File: src/rtl/tff_counter_ctrl.sv
// Drives the T inputs of an external flip-flop bank so that it counts modulo
// TC+1 up or down, with parallel load, start/stop and wrap strobe.
module tff_counter_ctrl #(
  parameter int unsigned WIDTH = 4,
  parameter int unsigned TC    = 9
) (
  input  logic             clk,
  input  logic             rst,
  input  logic             cmd_valid,
  output logic             cmd_ready,
  input  logic [1:0]       cmd_op,
  input  logic [WIDTH-1:0] cmd_data,
  input  logic [WIDTH-1:0] q_in,
  output logic [WIDTH-1:0] t_out,
  output logic             busy,
  output logic             tc_pulse
);

  localparam logic [WIDTH-1:0] TC_W = WIDTH'(TC);

  localparam logic [1:0] OP_START_UP   = 2'b00;
  localparam logic [1:0] OP_START_DOWN = 2'b01;
  localparam logic [1:0] OP_LOAD       = 2'b10;
  localparam logic [1:0] OP_STOP       = 2'b11;

  typedef enum logic [1:0] {
    IDLE = 2'd0,
    UP   = 2'd1,
    DOWN = 2'd2,
    LOAD = 2'd3
  } state_e;

  state_e           state_q, state_d;
  logic [WIDTH-1:0] load_q, load_d;
  logic             tc_q, tc_d;
  logic             busy_q;
  logic [WIDTH-1:0] inc_t, dec_t;
  logic             up_carry, dn_borrow;

  assign cmd_ready = !rst && (state_q != LOAD);
  assign busy      = busy_q;
  assign tc_pulse  = tc_q;

  // Toggle masks: bit i flips when all lower bits are 1 (increment) or 0 (decrement).
  always_comb begin
    inc_t     = '0;
    dec_t     = '0;
    up_carry  = 1'b1;
    dn_borrow = 1'b1;
    for (int i = 0; i < int'(WIDTH); i++) begin
      inc_t[i]  = up_carry;
      dec_t[i]  = dn_borrow;
      up_carry  = up_carry & q_in[i];
      dn_borrow = dn_borrow & ~q_in[i];
    end
  end

  always_comb begin
    state_d = state_q;
    load_d  = load_q;
    tc_d    = 1'b0;
    t_out   = '0;

    case (state_q)
      IDLE: t_out = '0;
      UP: begin
        if (q_in < TC_W) begin
          t_out = inc_t;
        end else begin
          t_out = q_in;
          tc_d  = (q_in == TC_W);
        end
      end
      DOWN: begin
        if (q_in == '0) begin
          t_out = TC_W;
          tc_d  = 1'b1;
        end else if (q_in <= TC_W) begin
          t_out = dec_t;
        end else begin
          t_out = q_in ^ TC_W;
        end
      end
      LOAD: begin
        t_out   = q_in ^ load_q;
        state_d = IDLE;
      end
      default: state_d = IDLE;
    endcase

    if (cmd_valid && cmd_ready) begin
      case (cmd_op)
        OP_START_UP:   state_d = UP;
        OP_START_DOWN: state_d = DOWN;
        OP_LOAD: begin
          state_d = LOAD;
          load_d  = cmd_data;
        end
        OP_STOP:       state_d = IDLE;
        default:       state_d = IDLE;
      endcase
    end

    // Reset clears the bank by toggling every set bit, whatever the state.
    if (rst) begin
      t_out   = q_in;
      state_d = IDLE;
      load_d  = '0;
      tc_d    = 1'b0;
    end
  end

  always_ff @(posedge clk) begin
    if (rst) begin
      state_q <= IDLE;
      load_q  <= '0;
      tc_q    <= 1'b0;
      busy_q  <= 1'b0;
    end else begin
      state_q <= state_d;
      load_q  <= load_d;
      tc_q    <= tc_d;
      busy_q  <= (state_d != IDLE);
    end
  end

endmodule

File: config.mk
export PLATFORM = sky130hd
export DESIGN_NAME = tff_counter_ctrl
export DESIGN_NICKNAME = d
export VERILOG_FILES = /design/src/rtl/tff_counter_ctrl.sv
export SDC_FILE = /design/constraint.sdc
export NUM_CORES = 1
export LEC_CHECK = 0
export BUFFER_PORTS_ARGS = -buffer_cell sky130_fd_sc_hd__buf_2
export CAP_MARGIN = 25
export CORE_MARGIN = 4
export CORE_UTILIZATION = 49
export CTS_CLUSTER_DIAMETER = 80
export DETAILED_ROUTE_END_ITERATION = 8
export HOLD_SLACK_MARGIN = 0.06
export PLACE_DENSITY = 0.76
export SKIP_CTS_REPAIR_TIMING = 1
export SLEW_MARGIN = 20
export SYNTH_ARGS = -nofsm -noshare
export SYNTH_HDL_FRONTEND = slang
export SYNTH_SLANG_ARGS = --single-unit
File: constraint.sdc
create_clock -name clk -period 1.6 [get_ports clk]
set_input_delay 0 -clock clk [delete_from_list [all_inputs] [get_ports clk]]
set_output_delay 0 -clock clk [all_outputs]
set_load 0.005 [all_outputs]
==> Implementation_results.wiki <==
{| class="wikitable"
! Metric !! Value
|-
| Cell count of the worst hold path || 2
|-
| Htree depth || 1
|-
| Count of inserted antenna diode cells || 0
|-
| Average wire per standard cell || 13.78 um
|-
| Top-level port count || 20
|-
| Overall die area || between 0.002 and 0.0025 mm^2
|-
| Max_cap viols || 0
|-
| Count of unique library cells instantiated by Yosys || 34
|-
| Area share of the leading cell type in the synthesized netlist || between 20% and 30%
|-
| Area of the core || ~0.0013 mm^2
|-
| Post-detailed-route count of antenna-violating nets || 0
|-
| Max transition margin || around 80%
|-
| Worst min-delay path category || input port to register
|-
| Setup CP Type || register to output port
|-
| Most instantiated flip-flop cell in the synthesis netlist || dfxtp_1
|-
| Synthesized netlist cell count || 86
|-
| Vias per std cell || ~6
|-
| Critical Path End Type || output port
|-
| Post-layout min period || around 1600 ps
|-
| Number of antenna violations at the first check in global routing || 0
|-
| DR vias || 725
|-
| Finished Core Util || between 70% and 80%
|-
| Routed wire length || between 1.5 and 2 mm
|-
| Type of element launching the critical path || register
|-
| Required time at the worst-slack endpoint || between 1500 and 2000 ps
|-
| Worst reg-to-reg path cell count || 5
|-
| TritonCTS clock tree || built
|-
| Largest fanout on the critical path || 4
|-
| Least setup slack across all paths after layout || roughly 32 ps
|-
| Highest ir drop seen on vdd || 0.4750 mV
|-
| Area delta synth->final || 33.57%
|-
| Global placer's final weighted congestion || 0.7929
|-
| Via count of the first global-routing pass || 583
|-
| Maximum number of pins on one net before global-route repair || 15
|-
| Drt first pass iters || 4
|-
| Yosys synthesis warning count || 0
|-
| Number of nets at the end of the flow || about 130
|-
| Cts bufs inserted || 3
|-
| Count of endpoints failing setup in the final report || 0
|-
| Launching point of the worst reg2reg path || state_q[1]
|-
| Hpwl dp || between 1 and 1.5 mm
|-
| Overall overflow remaining after global route || 0
|-
| Period Utilization, post-route || between 90% and 100%
|-
| Post-synthesis sequential element count || 8
|-
| Combined area of all synthesized cells || 696.9 um^2
|-
| Floorplan die height || 45.72 um
|-
| Upper clock frequency limit || between 0.6 and 0.7 GHz
|-
| Iteration-0 DRC count of the detailed router || 20
|-
| Arrival time worst endpoint || ~1600 ps
|-
| Worst hold endpoint || load_q[3]
|-
| Asr flop ratio synth || 0%
|-
| Sink Count || 8
|-
| Mean instance size in the synthesized netlist || between 8 and 9 um^2
|-
| Dpl ws || 130.8 ps
|-
| Endpoint of the worst-slack reg-to-reg timing path || busy
|-
| Tightest Pin Transition || 271.9 ps
|-
| Synth top area cells || dfxtp_1 23%, ha_1 14%, a21oi_1 6.5%
|-
| Number of buffers added on ports || 19
|-
| First-pass GRT wire length || around 2.4 mm
|-
| Sequential-to-total area share from yosys stat || between 20% and 30%
|-
| Max Slew Vio Count || 0
|-
| Clk pin slew, worst setup/hold paths || approximately 60 ps
|-
| DRC Markers || 0
|-
| Starting density of the core || 52.90%
|-
| Synthesized net count || roughly 110
|-
| Share of cells above drive strength 1 || between 40% and 50%
|-
| Total Power || ~0.56 mW
|-
| Placement Rows || 13
|-
| R2R Setup Slk || 250 ps
|-
| Width of the chip || ~46 um
|-
| Worst clock skew || about 6.5 ps
|-
| Worst-skew pair later-pin latency || 250 ps
|-
| Post-synth EDFFs || 0
|-
| Launch point of the worst hold path || rst
|-
| Result of the run || finished, final reports clean
|-
| Final Hold Violating Endpoints || 0
|-
| Root buffer cell || clkbuf_4
|-
| Combined global-route utilization of all metal layers || 15.48%
|-
| Area leader, netlist || dfxtp_1
|-
| Power per cell area || approximately 600 mW/mm^2
|-
| Leakage || between 0.3 and 0.4 nW
|-
| Bufs on Longest Clock Path || 2
|}
## how the worst max path moves through the flow
stage	slack [ps]	to	start
6_report	30	t_out[1]	state_q[1]
5_1_grt	-40	t_out[1]	state_q[1]
4_1_cts	-150	t_out[0]	state_q[0]
3_5_place_dp	130	busy	state_q[0]
3_3_place_gp	170	t_out[2]	state_q[1]
2_1_floorplan	210	busy	state_q[0]
## synthesized netlist by cell type, drive strengths merged, types with 3 or more instances
library cell / instances
nand2b: 3
inv: 5
nand2: 6
dfxtp: 8
buf: 6
a21oi: 9
o21ai: 4
ha: 8
nand3: 4
nor2: 7
a22o: 3
## power breakdown
part           internal [mW]  total [mW]  switching (mW)  leakage (nW)
logic                 0.0896       0.180          0.0902         0.319
clock network         0.0858       0.153          0.0676        0.0138
registers              0.210       0.223          0.0131        0.0668
## layer usage
layer | GRT usage, % | vias up | share of wire (%)
met3 | 5.534 | 0 | 7.2
met2 | 25.07 | 23 | 54
met4 | 5.114 | 0 | 0
met5 | 0 | - | 0
met1 | 18.87 | 349 | 39
li1 | - | 353 | -
## registers in the layout (all words and copies together), names as in the netlist
register and flops:
tc_pulse 1, state_q 2, load_q 4, busy 1
## worst max-delay path, stage by stage (launching register included)
cell and delay (ps):
dfxtp_4 390, inv_4 60, ha_4 160, and2_4 160
a21oi_1 120, o21ai_0 120, a22o_1 190, buf_2 120
## through the flow
stage          instances  cell area, um^2  TNS [ps]  hold slack (ps)
2_1_floorplan         86            696.9         0            68.62
3_3_place_gp         116            780.7         0            258.8
3_5_place_dp         116            780.7         0            262.2
4_1_cts              119            803.3    -325.1           -13.99
5_1_grt              124            930.9    -52.27            104.8
6_report             124            930.9         0            103.3
## layout by cell type, fill, tap and decap left out, drive strengths merged, types with 3 or more instances in the layout
cell type / count
nor2: 7
inv: 5
nand3: 4
nand2b: 3
nand2: 6
a21oi: 9
o21ai: 4
dlygate4sd3: 4
ha: 8
buf: 22
clkbuf: 3
dfxtp: 8
a22o: 3
## logic make-up after synthesis
family	after synthesis	share of synthesized area [%]
AO/OA/AOI/OAI	24	23.16
buffers and inverters	11	9.156
AND/OR/NAND/NOR	32	26.39
multiplexers	1	1.436
adder cells (fa/ha/maj)	8	14.36
flip-flops	8	22.98
XOR/XNOR	2	2.514
## area by class of cell
class,instances,area (um^2)
flip-flops and latches,8,167.7
repair buffers,26,161.4
fillers,107,386.6
multi-input cells,67,539.3
inverters,5,21.27
well taps,15,18.77
clock buffers,3,22.52
Power figures use the tool's default switching activity.
